==> config.mk <==
export PLATFORM = sky130hd
export DESIGN_NAME = asfifo_rdpack
export DESIGN_NICKNAME = d
export VERILOG_FILES = /design/src/rtl/asfifo_rdpack_pkg.sv /design/src/rtl/asfifo_rdpack_outreg.sv /design/src/rtl/asfifo_rdpack.sv
export SDC_FILE = /design/constraint.sdc
export NUM_CORES = 1
export LEC_CHECK = 0
export ABC_AREA = 1
export BUFFER_PORTS_ARGS = -buffer_cell sky130_fd_sc_hd__buf_4
export CAP_MARGIN = 15
export CORE_ASPECT_RATIO = 0.9
export CORE_MARGIN = 4
export CORE_UTILIZATION = 50
export DETAILED_ROUTE_END_ITERATION = 12
export PLACE_DENSITY = 0.75
export SLEW_MARGIN = 10
export SYNTH_ARGS = -nofsm -noshare
export SYNTH_HDL_FRONTEND = slang
export SYNTH_SLANG_ARGS = --single-unit
==> constraint.sdc <==
create_clock -name sys_clk -period 2.8 [get_ports sys_clk]
set_input_delay 0.14 -clock sys_clk [delete_from_list [all_inputs] [get_ports sys_clk]]
set_output_delay 0.14 -clock sys_clk [all_outputs]
set_load 0.05 [all_outputs]
==> src/rtl/asfifo_rdpack_pkg.sv <==
// Shared helpers for the async-FIFO read-side packer: width arithmetic and lane placement.
package asfifo_rdpack_pkg;

    function automatic int clog2(input int value);
        int res;
        res = 0;
        for (int i = 0; i < 31; i++) begin
            if ((1 << i) < value) res = i + 1;
        end
        return res;
    endfunction

    function automatic int out_width(input int in_width, input int ratio);
        return in_width * ratio;
    endfunction

    // Low bit of a lane: lane 0 (first popped) sits in the LS or MS slot.
    function automatic int lane_lo(input int lane, input int ratio, input int in_width,
                                   input int lsb_first);
        return (lsb_first != 0) ? lane * in_width : (ratio - 1 - lane) * in_width;
    endfunction

endpackage

==> src/rtl/asfifo_rdpack_outreg.sv <==
// Output holding register of the packer: one wide word on a stb/ack stream.
module asfifo_rdpack_outreg
    import asfifo_rdpack_pkg::*;
#(
    parameter int DATA_W = 32,
    parameter int CNT_W  = 3
) (
    input  logic              sys_clk,
    input  logic              sys_rst_n,
    input  logic              load,
    input  logic [DATA_W-1:0] load_data,
    input  logic [CNT_W-1:0]  load_count,
    input  logic              ack,
    output logic              out_free,
    output logic [DATA_W-1:0] out_data,
    output logic [CNT_W-1:0]  out_count,
    output logic              out_stb
);

    assign out_free = ~out_stb | ack;

    always_ff @(posedge sys_clk or negedge sys_rst_n) begin
        if (!sys_rst_n) begin
            out_stb   <= 1'b0;
            out_data  <= '0;
            out_count <= '0;
        end else if (load) begin
            out_stb   <= 1'b1;
            out_data  <= load_data;
            out_count <= load_count;
        end else if (out_stb && ack) begin
            out_stb   <= 1'b0;
        end
    end

endmodule

==> src/rtl/asfifo_rdpack.sv <==
// Drains a show-ahead FIFO read port and packs RATIO narrow words into one wide stb/ack word.
module asfifo_rdpack
    import asfifo_rdpack_pkg::*;
#(
    parameter int IN_WIDTH  = 8,
    parameter int RATIO     = 4,
    parameter int LSB_FIRST = 1,
    localparam int OUT_WIDTH = out_width(IN_WIDTH, RATIO),
    localparam int CNT_WIDTH = clog2(RATIO + 1)
) (
    input  logic                 sys_clk,
    input  logic                 sys_rst_n,
    input  logic [IN_WIDTH-1:0]  fifo_data,
    input  logic                 fifo_empty,
    output logic                 fifo_read_en,
    input  logic                 flush,
    output logic [OUT_WIDTH-1:0] out_data,
    output logic [CNT_WIDTH-1:0] out_count,
    output logic                 out_stb,
    input  logic                 out_ack
);

    logic [OUT_WIDTH-1:0] acc_p0, acc_nxt;
    logic [CNT_WIDTH-1:0] lane_p0, lane_nxt;
    logic                 flush_pend_p0, flush_pend_nxt;
    logic                 out_free, acc_done, xfer, pop;
    int                   wr_idx;

    assign acc_done = (lane_p0 == CNT_WIDTH'(RATIO)) | (flush_pend_p0 & (lane_p0 != '0));
    assign xfer     = acc_done & out_free;
    // Pop needs room in the accumulator, either a free lane or a word leaving this cycle.
    assign pop      = sys_rst_n & ~fifo_empty & ~flush_pend_p0
                    & ((lane_p0 < CNT_WIDTH'(RATIO)) | xfer);
    assign fifo_read_en = pop;

    always_comb begin
        acc_nxt        = acc_p0;
        lane_nxt       = lane_p0;
        flush_pend_nxt = flush_pend_p0;
        wr_idx         = xfer ? 0 : int'(lane_p0);
        if (xfer) begin
            acc_nxt        = '0;
            lane_nxt       = '0;
            flush_pend_nxt = 1'b0;
        end
        if (pop) begin
            acc_nxt[lane_lo(wr_idx, RATIO, IN_WIDTH, LSB_FIRST) +: IN_WIDTH] = fifo_data;
            lane_nxt = xfer ? CNT_WIDTH'(1) : lane_p0 + CNT_WIDTH'(1);
        end
        // A word leaving without a pop already carries everything the flush asked for.
        if (flush && ((lane_p0 != '0) || pop) && !(xfer && !pop))
            flush_pend_nxt = 1'b1;
    end

    // Stage p0: accumulator, lane counter, pending flush
    always_ff @(posedge sys_clk or negedge sys_rst_n) begin
        if (!sys_rst_n) begin
            acc_p0        <= '0;
            lane_p0       <= '0;
            flush_pend_p0 <= 1'b0;
        end else begin
            acc_p0        <= acc_nxt;
            lane_p0       <= lane_nxt;
            flush_pend_p0 <= flush_pend_nxt;
        end
    end

    // Stage p1: output holding register
    asfifo_rdpack_outreg #(
        .DATA_W (OUT_WIDTH),
        .CNT_W  (CNT_WIDTH)
    ) u_outreg (
        .sys_clk    (sys_clk),
        .sys_rst_n  (sys_rst_n),
        .load       (xfer),
        .load_data  (acc_p0),
        .load_count (lane_p0),
        .ack        (out_ack),
        .out_free   (out_free),
        .out_data   (out_data),
        .out_count  (out_count),
        .out_stb    (out_stb)
    );

endmodule

==> results of run 1 <==
placed cells by master (no fill, tap or decap), types with 2 or more instances in the layout:
cell type  Yosys  final
nor2_2         2      2
inv_1         22     21
ha_1           4      4
o21bai_1      16     16
nand2_1      172    171
dfrtp_1       72     72
nand2_2        4      5
clkbuf_1       4      2
nor2_1        11     11
nand3_1       19     19
buf_4          0     54
clkinv_2       0      2
nor2_4         2      2
clkbuf_8       0     11
o21ai_0       13     13
cell type report:
type | instances | area [um2]
Clock buffer | 13 | 159
Fill cell | 506 | 2090
Multi-Input combinational cell | 250 | 1140
Clock inverter | 3 | 40.0
Tap cell | 70 | 87.6
Inverter | 22 | 82.6
Sequential cell | 72 | 1800
Timing Repair Buffer | 55 | 417
kinds of logic (layout without fill, tap and decap cells):
family,Yosys count,in the layout,share of synthesized area
AND/OR/NAND/NOR,213,213,0.284
flip-flops,72,72,0.583
buffers and inverters,35,93,0.0482
AO/OA/AOI/OAI,32,32,0.0660
adder cells (fa/ha/maj),4,4,0.0162
XOR/XNOR,1,1,0.00283
power groups by stage:
stage                     clock network [mW]  registers, mW  logic [mW]
after detailed placement                   0           1.32        1.13
after global placement                     0           1.32        1.11
after global routing                   0.880           1.33        1.26
after CTS                              0.844           1.30        1.14
final                                  0.827           1.30        1.14
after floorplan                            0           1.53       0.606
how the worst max path moves through the flow:
| stage | start | endpoint | slack (ps) | cells past startpoint |
|---|---|---|---|---|
| final | lane_p0[0] | acc_p0[9] | 250 | 12 |
| after global routing | lane_p0[0] | acc_p0[15] | 10 | 12 |
| after CTS | lane_p0[0] | acc_p0[4] | 160 | 15 |
| after detailed placement | lane_p0[0] | acc_p0[9] | 170 | 10 |
| after global placement | lane_p0[0] | acc_p0[4] | 280 | 15 |
| after floorplan | u_outreg.out_stb | acc_p0[16] | 170 | 13 |
through the flow:
stage	total power [mW]	utilization	area [um2]
2_1_floorplan	2.14	-	3090
3_3_place_gp	2.43	0.606	3530
3_5_place_dp	2.45	0.606	3530
4_1_cts	3.28	0.640	3720
5_1_grt	3.47	0.641	3730
6_report	3.27	0.641	3730
flip-flops by register name, summed over array words and instances (netlist names):
signal              count
lane_p0                 3
u_outreg.out_count      3
flush_pend_p0           1
u_outreg.out_data      32
u_outreg.out_stb        1
acc_p0                 32
routing by layer:
layer	global-route usage	vias up
met1	0.253	1118
li1	-	1221
met3	0.0534	13
met2	0.313	61
met4	0.0768	0
met5	0	-
==> summary.md, run 1 <==
| Metric | Value |
|---|---|
| PwrDens | `875 nW/um2` |
| Number of flops mapped to enable cells by yosys | `0` |
| Pre-CTS WS | `166 ps` |
| TritonRoute pass-1 iters | `4` |
| Final non-filler cell total | `485` |
| TritonCTS clock tree | `yes` |
| R2R depth | `12` |
| CP endpoint kind | `flop` |
| Clock slew at reported path FFs | `70 ps` |
| Crit Path Max Fanout | `9` |
| Worst-path cell chain | `inv_1, ha_1, inv_1, nand2_1, nand3_4, nand2_1, ha_1, ha_1, nand4_2, nor2_2, nand2_1, nand2_1` |
| IO Count | `50` |
| Met3 routed wirelength | `373 um` |
| Remaining Overflow, GRT | `0` |
| Detailed Place HPWL | `4300 um` |
| Required time of the critical path | `3090 ps` |
| Worst path slowest cell | `dfrtp_1` |
| Reg2reg end | `acc_p0[9]` |
| First-pass GRT wire length | `11300 um` |
| Share of the synthesized area in the top cell type | `0.583` |
| Mean Syn Cell Area | `8.66 um2` |
| Seq/Total Area, Yosys | `0.583` |
| Crit path buf inv count | `2` |
| Number of synthesis warnings | `0` |
| Worst-skew pair later-pin latency | `340 ps` |
| RSZ-0062 raised after global routing | `false` |
| Residual DRC count | `0` |
| Setup tns final | `0 ps` |
| Fmax achieved | `0.392 GHz` |
| Htree depth | `3` |
| Register share of total power | `0.399` |
| ANT nets after route | `0` |
| Slew HR | `0.399` |
| Top Layer Used | `met4` |
| Initial Util | `0.531` |
| Hold Path Class | `input port to asynchronous set/reset pin` |
| Placed insts | `469` |
| Final Hold Viols | `0` |
| Most frequent cell after synthesis | `nand2_1` |
| Status | `finished, final reports clean` |
| Commonest cells post-synth | `172 x nand2_1, 72 x dfrtp_1, 22 x inv_1` |
| Final setup vio count | `0` |
| Total Wirelength | `6600 um` |
| CP peak stage delay | `480 ps` |
| Die Area | `7510 um2` |
| Layout Nets | `427` |
| Met2 wire len | `3010 um` |
| Tcrit/Tclk final | `0.910` |
| Cell Rows | `26` |
| Distinct cells, synth | `22` |
| Crit path kind | `flop to flop` |
| Max-cap violations | `0` |
| Vias | `2413` |
| Comb power frac | `0.348` |
| Final worst path period need | `2550 ps` |
| Number of global-route vias before repair | `2359` |
| Initial antenna violation count | `0` |
| Share of cells above drive strength 1 | `0.195` |
| M1 WL | `3070 um` |
| Max-slew violations | `0` |
| Post_cts resized | `0` |
| Ys flop type | `dfrtp_1` |
| DRT iter0 DRCs | `82` |
| Chip Width | `90.9 um` |
| Hold buffer count at cts | `0` |
| Cell Int Power | `1.98 mW` |
| Area leader, netlist | `dfrtp_1` |
| Die height | `82.6 um` |
| Post-Syn Area | `3090 um2` |
| FFs w/ async S/R, synth | `1.00` |
| Setup slack after layout | `251 ps` |
| Worst Setup Start Kind | `flop` |
| Power share of the clock group | `0.253` |
| Worst clock skew | `8.17 ps` |
| Tot GR Track Use | `0.194` |
| N_diodes | `0` |
| Deepest clock path buffer count | `2` |
| Largest net degree at the start of global routing | `78` |
| Most used cell, CP | `nand2_1` |
| WL/cell | `13.6 um` |
| Syn Inst Count | `357` |
| CTS Sinks | `72` |
| Leak pwr | `2.08 nW` |
| Flops & latches, synth | `72` |
| Vias per cell | `4.98` |
| Mapped Nets | `374` |
| IO buf count | `49` |
| Top post-synthesis cells by area | `dfrtp_1 58%, nand2_1 21%, o21bai_1 3.9%` |
| Core area | `5820 um2` |
| Worst Path Arrival | `2840 ps` |
| Setup bufs post-CTS | `0` |
| P_sw | `1.29 mW` |
| Worst-margin pin slew | `902 ps` |
| Placer Congestion | `0.793` |
| CTS Root Cell | `clkbuf_8` |
| Largest delay contributor family on the critical path | `simple AND/OR/NAND/NOR gates` |
| Flop-to-flop setup slack | `250 ps` |
| Area grow syn2layout | `20.7%` |
| Cts bufs inserted | `9` |
| Sw Share | `0.394` |
| Worst IR Drop VDD | `0.000427 V` |
| Worst r2r src | `lane_p0[0]` |
| Fin Hold WS | `7.28 ps` |
Power figures use the tool's default switching activity.
==> inputs of run 2 (changes only) <==
Settings changed: ABC_AREA 1 to unset.
==> run 2 against run 1 <==
Core utilization down 1.2 points. Count of clock-buffer cells in the layout unchanged. Combinational power grew 33%. Setup slack lost 110 ps. Power is 11% higher. Final cell count is 10% lower. Worst hold slack improved by 11 ps. Maximum frequency fell by 4.1%. Via count decreased by 11%. First-iteration DRC count grew 29%. Largest cell class unchanged.
==> summary.md, run 2 <==
| Metric | Value |
|---|---|
| Worst r2r src | `lane_p0[0]` |
| Post-synthesis adder-cell area fraction | `0.0168` |
| IO Count | `50` |
| Cts bufs inserted | `9` |
| Filler cell count | `508` |
| CTS Root Cell | `clkbuf_8` |
| Initial Util | `0.520` |
| Number of global-route vias before repair | `2101` |
| TritonCTS clock tree | `yes` |
| Status | `finished, final reports clean` |
| Vias | `2148` |
| Commonest cells after routing, fill and taps aside | `128 x nand2_1, 71 x dfrtp_1, 55 x buf_4` |
| N_diodes | `0` |
| Cell Int Power | `2.06 mW` |
| Mapped Nets | `323` |
| WL/cell | `14.0 um` |
| Ys flop type | `dfrtp_1` |
| Detailed Place HPWL | `4040 um` |
| Top post-synthesis cells by area | `dfrtp_1 61%, nand2_1 16%, o21ai_0 3.9%` |
| Most frequent cell after synthesis | `nand2_1` |
| Number of synthesis warnings | `0` |
| CTS Sinks | `72` |
| Placer Congestion | `0.794` |
| Number of flops mapped to enable cells by yosys | `0` |
| Distinct cells, synth | `31` |
| Total Wirelength | `6080 um` |
| Comb power frac | `0.416` |
| Largest family of logic cells by synthesized area | `simple AND/OR/NAND/NOR gates` |
| Final worst path period need | `2660 ps` |
| R2R depth | `11` |
| Initial antenna violation count | `0` |
| Setup crit start | `lane_p0[0]` |
| Slew HR | `0.411` |
| Required time of the critical path | `3060 ps` |
| Syn Inst Count | `306` |
| Vias per cell | `4.94` |
| Share of cells above drive strength 1 | `0.227` |
| Power share of the clock group | `0.197` |
| Max-slew violations | `0` |
| PwrDens | `1010 nW/um2` |
| Cell Rows | `26` |
| Seq/Total Area, Yosys | `0.605` |
| Setup bufs post-CTS | `0` |
| Post-Syn Area | `2980 um2` |
| Sw Share | `0.435` |
| Flops & latches, synth | `72` |
| Largest net degree at the start of global routing | `73` |
| Mean Syn Cell Area | `9.73 um2` |
| Placed Area | `3380 um2` |
| Tot GR Track Use | `0.186` |
| Die Area | `7250 um2` |
| Area leader, netlist | `dfrtp_1` |
| Area grow syn2layout | `20.9%` |
| RSZ-0062 raised after global routing | `false` |
| Worst Setup Start Kind | `flop` |
| Setup tns final | `0 ps` |
| Regs by FF count | `acc_p0 x32, u_outreg.out_data x32` |
| Compound-Gate Fraction of Synth Area | `0.0614` |
| FFs w/ async S/R, synth | `1.00` |
| Max-cap violations | `0` |
| Residual DRC count | `0` |
| Final setup vio count | `0` |
| Deepest clock path buffer count | `2` |
| Xor and xnor fraction of the mapped netlist area | `0.00294` |
| Crit Path Max Fanout | `8` |
| Core area | `5730 um2` |
| Register share of total power | `0.387` |
| Hold path depth | `3` |
| ANT nets after route | `0` |
| Critical hold path startpoint | `fifo_data[5]` |
| Leak pwr | `1.90 nW` |
| Hold Path Class | `input port to flop` |
| Post-route cell area | `3600 um2` |
| Commonest cells post-synth | `128 x nand2_1, 72 x dfrtp_1, 23 x o21ai_0` |
| Worst-skew pair later-pin latency | `340 ps` |
| Final non-filler cell total | `435` |
| Htree depth | `3` |
| Worst IR Drop VDD | `0.000694 V` |
| Worst-margin pin slew | `883 ps` |
| Placed insts | `416` |
| Clock slew at reported path FFs | `70 ps` |
| Die height | `81.2 um` |
| Chip Width | `89.3 um` |
| Crit path kind | `flop to flop` |
| Share of the synthesized area in the top cell type | `0.605` |
| P_sw | `1.59 mW` |
| Fin util | `0.629` |
| Mux share of post-synthesis cell area | `0.0315` |
| Synth Area in Simple Gates | `0.233` |
| Tcrit/Tclk final | `0.949` |
| Worst clock skew | `5.85 ps` |
| Remaining Overflow, GRT | `0` |
| Worst Path Arrival | `2920 ps` |
| First-pass GRT wire length | `10000 um` |
| Fmax achieved | `0.376 GHz` |
| Fin Hold WS | `18.6 ps` |
| Leading cell type in the layout, fill and taps excluded | `nand2_1` |
| Final Hold Viols | `0` |
| TritonRoute pass-1 iters | `4` |
| CP endpoint kind | `flop` |
| IO buf count | `49` |
| DRT iter0 DRCs | `106` |
| Layout Nets | `377` |
==> run 2: cell count changes in the layout (fill, tap and decap cells not counted), moves of 5 or more <==
cell / previous run / this run
o21ai_0: 13 / 23
o21bai_1: 16 / 0
inv_1: 21 / 10
nand2_1: 171 / 128
nor2_1: 11 / 3
nand2_2: 5 / 0
mux2i_1: 0 / 8
==> run 2: kinds of logic after synthesis <==
family          count (synthesis)
buf+inv                        26
fa+ha+maj                       4
compound gates                 33
mux                             9
flops                          72
xor+xnor                        1
simple gates                  161
==> run 2: repair_timing <==
action / in CTS / in global routing
pin swaps: 0 / 0
setup endpoints to repair: 2 / 27
gates resized for setup: 0 / 6
hold buffers: 2 / 1
endpoints found under the hold margin: 2 / 1
==> run 2: cell type report <==
| class | instances | area, um2 | area share |
|---|---|---|---|
| clock buffer | 13 | 149 | 0.0414 |
| clock inverter | 3 | 17.5 | 0.00487 |
| inverter | 10 | 37.5 | 0.0104 |
| multi-input combinational | 208 | 1050 | 0.292 |
| sequential | 72 | 1800 | 0.501 |
| tap | 70 | 87.6 | 0.0243 |
| timing repair buffer | 59 | 454 | 0.126 |
==> run 2: path summary, 6_finish.rpt <==
check                                  endpoint  slack (ps)
min                                  acc_p0[29]          20
min in group asynchronous  u_outreg.out_data[2]          30
max                                   acc_p0[3]         140
max reg2reg                           acc_p0[3]         140
max in group asynchronous            lane_p0[0]        2130
min reg2reg                u_outreg.out_data[3]         470
==> run 2: worst max-delay path: stages (launching register included) <==
cell	delay [ps]
dfrtp_2	470
inv_1	110
ha_2	210
mux2i_2	230
or2_2	170
nand2_1	90
ha_1	220
ha_1	290
nor3b_1	200
o2111a_1	230
buf_6	160
mux2i_1	200
==> run 2: per-layer routing <==
layer,wire (um),global-route usage,part of all wire,vias to the layer above
li1,-,-,-,1089
met1,2870,0.249,0.47,1012
met2,2850,0.284,0.47,39
met3,265,0.0578,0.044,8
met4,91,0.0685,0.015,0
met5,0,0,0,-
==> run 2: metrics by stage <==
step | worst slack (ps) | total power, mW
after floorplan | 9.55 | 2.49
after global placement | 193 | 2.88
after detailed placement | -3.60 | 2.92
after CTS | -11.2 | 3.64
after global routing | 0.308 | 3.87
final | 144 | 3.64
==> run 2: power by group through the flow <==
stage                     Clock [mW]  Sequential (mW)  Combinational, mW
final                          0.716             1.41               1.52
after global routing           0.786             1.44               1.64
after CTS                      0.733             1.41               1.50
after detailed placement           0             1.42               1.50
after global placement             0             1.41               1.46
after floorplan                    0             1.86              0.630
==> inputs of run 3 (changes only) <==
Clock period 2.8 ns to 2.1 ns, I/O delays scaled along.
==> run 3 against run 2 <==
The run now ends with negative hold slack, negative setup slack left. Count of clock-buffer cells in the layout shrank 3. Wire length grew 12%. First-iteration DRC count shrank 26%. Die area did not move. Via count increased by 7.1%. Critical path depth grew 1. Non-clock buffer count rose by 27. Flip-flop and latch count is the same. Global-route usage up 2.1 points. Final cell count increased by 6.2%. Power is 53% higher.
==> summary.md, run 3 (same netlist as run 2, synthesis figures left out) <==
| Metric | Value |
|---|---|
| Worst path slowest cell | `dfrtp_2` |
| Share of cells above drive strength 1 | `0.332` |
| TritonCTS clock tree | `yes` |
| Worst-margin pin slew | `892 ps` |
| Setup slack after layout | `-197 ps` |
| Power share of the clock group | `0.211` |
| WL/cell | `14.7 um` |
| Initial antenna violation count | `0` |
| Deepest clock path buffer count | `2` |
| First-pass GRT wire length | `11000 um` |
| CTS Root Cell | `clkbuf_8` |
| Hold Path Class | `input port to asynchronous set/reset pin` |
| Layout Nets | `404` |
| Tot GR Track Use | `0.206` |
| Remaining Overflow, GRT | `0` |
| Register share of total power | `0.330` |
| Cell Int Power | `3.27 mW` |
| Fmax achieved | `0.435 GHz` |
| Met2 Resource Use GR | `0.297` |
| Failing checks | `negative hold slack, negative setup slack` |
| Area grow syn2layout | `36.7%` |
| N_diodes | `0` |
| Worst Setup Start Kind | `flop` |
| Initial Util | `0.520` |
| Filler cell count | `421` |
| Worst IR Drop VDD | `0.000883 V` |
| Regs by FF count | `acc_p0 x32, u_outreg.out_data x32` |
| Vias per cell | `4.98` |
| IO Count | `50` |
| Worst Path Arrival | `2520 ps` |
| CTS Sinks | `72` |
| ANT nets after route | `0` |
| Die Area | `7250 um2` |
| Placer Congestion | `0.854` |
| Htree depth | `3` |
| Most used cell, CP | `ha_4` |
| CP endpoint kind | `flop` |
| Max-slew violations | `0` |
| GR Util met1 | `0.292` |
| Total Wirelength | `6790 um` |
| Final setup vio count | `32` |
| Largest net degree at the start of global routing | `73` |
| Crit path kind | `flop to flop` |
| Status | `finished with violations` |
| CP peak stage delay | `420 ps` |
| PwrDens | `1370 nW/um2` |
| Final Hold Viols | `21` |
| Residual DRC count | `0` |
| Detailed Place HPWL | `4180 um` |
| Cts bufs inserted | `9` |
| Max-cap violations | `0` |
| Tcrit/Tclk final | `1.09` |
| P_sw | `2.31 mW` |
| Slew HR | `0.405` |
| IO buf count | `49` |
| Final worst path period need | `2300 ps` |
| Core area | `5730 um2` |
| Post-route cell area | `4070 um2` |
| Worst clock skew | `9.13 ps` |
| Sw Share | `0.414` |
| Worst-skew pair later-pin latency | `340 ps` |
| Comb power frac | `0.458` |
| Worst-path cell chain | `inv_2, ha_4, mux2i_4, or2_4, nand2_4, ha_4, ha_4, nor2b_4, nand4_2, buf_6, nand3_1, o21ai_0` |
| Required time of the critical path | `2320 ps` |
| TritonRoute pass-1 iters | `4` |
| Die height | `81.2 um` |
| Leading cell type in the layout, fill and taps excluded | `nand2_1` |
| Commonest cells after routing, fill and taps aside | `123 x nand2_1, 71 x dfrtp_1, 70 x buf_4` |
| Cell Rows | `26` |
| Crit path buf inv count | `2` |
| Met3 Use GR | `0.0639` |
| Crit Path Max Fanout | `12` |
| Vias | `2300` |
| RSZ-0062 raised after global routing | `true` |
| Largest delay contributor family on the critical path | `simple AND/OR/NAND/NOR gates` |
| Placed Area | `3590 um2` |
| Chip Width | `89.3 um` |
| DRT iter0 DRCs | `78` |
| GR peak layer | `met2` |
| Number of global-route vias before repair | `2279` |
| Fin Hold WS | `-27.8 ps` |
| Clock slew at reported path FFs | `80 ps` |
| Leak pwr | `2.11 nW` |
[run 3: changes by cell type in the layout (fill, tap and decap cells not counted), sizes merged]
cell / previous run / this run
buf: 56 / 76
clkinvlp: 1 / 0
dlygate4sd3: 3 / 9
bufinv: 0 / 2
clkbuf: 13 / 11
clkinv: 2 / 4
[run 3: final timing paths]
kind / depth (start not counted) / end / slack [ps] / from
min reg2reg: 2 / u_outreg.out_data[28] / 470 / acc_p0[28]
max: 12 / acc_p0[14] / -200 / lane_p0[0]
min: 2 / u_outreg.out_count[1] / -30 / sys_rst_n
max in group asynchronous: 2 / lane_p0[0] / 1530 / sys_rst_n
min in group sys_clk: 4 / flush_pend_p0 / 100 / fifo_empty
max reg2reg: 12 / acc_p0[14] / -200 / lane_p0[0]
[run 3: metrics by stage]
stage	total power [mW]	cells	setup slack [ps]	TNS [ps]	util
after detailed placement	4.19	430	-370	-9120	0.627
after global routing	5.93	462	-319	-8990	0.711
final	5.58	462	-197	-5670	0.711
after global placement	4.14	430	-273	-6430	0.627
after floorplan	3.49	306	-470	-13600	-
after CTS	5.50	458	-195	-5540	0.690
[run 3: final cells by class]
| type | instances | area [um2] | share of cell area |
|---|---|---|---|
| Sequential cell | 72 | 1800 | 0.443 |
| Multi-Input combinational cell | 208 | 1200 | 0.295 |
| Timing Repair Buffer | 86 | 729 | 0.179 |
| Clock buffer | 10 | 128 | 0.0314 |
| Tap cell | 70 | 87.6 | 0.0215 |
| Clock inverter | 6 | 83.8 | 0.0206 |
| Inverter | 10 | 37.5 | 0.00923 |
[run 3: timing repair]
item / 4_1_cts / 5_1_grt
pin swaps: 4 / 17
hold buffers: 9 / 0
cloned: 0 / 1
endpoints found under the setup margin: 32 / 33
setup buffers: 3 / 3
hold endpoints to repair: 9 / 0
gates resized for setup: 8 / 19
[run 3: power by group through the flow]
stage          clock network (mW)  logic (mW)  registers (mW)
6_report                     1.18        2.56            1.84
5_1_grt                      1.28        2.77            1.88
3_3_place_gp                    0        2.27            1.87
3_5_place_dp                    0        2.33            1.86
4_1_cts                      1.20        2.46            1.84
2_1_floorplan                   0        1.00            2.49
[run 3: worst register-to-register path, stage by stage, from the launching register on]
cell	delay (ps)
dfrtp_2	420
inv_2	70
ha_4	140
mux2i_4	220
or2_4	180
nand2_4	60
ha_4	160
ha_4	260
nor2b_4	170
nand4_2	150
buf_6	180
nand3_1	70
o21ai_0	90
[run 3: layer usage]
metal / vias to the layer above / wire (um)
met5: - / 0
met4: 0 / 136
met3: 12 / 304
met2: 60 / 3290
met1: 1087 / 3050
li1: 1141 / -
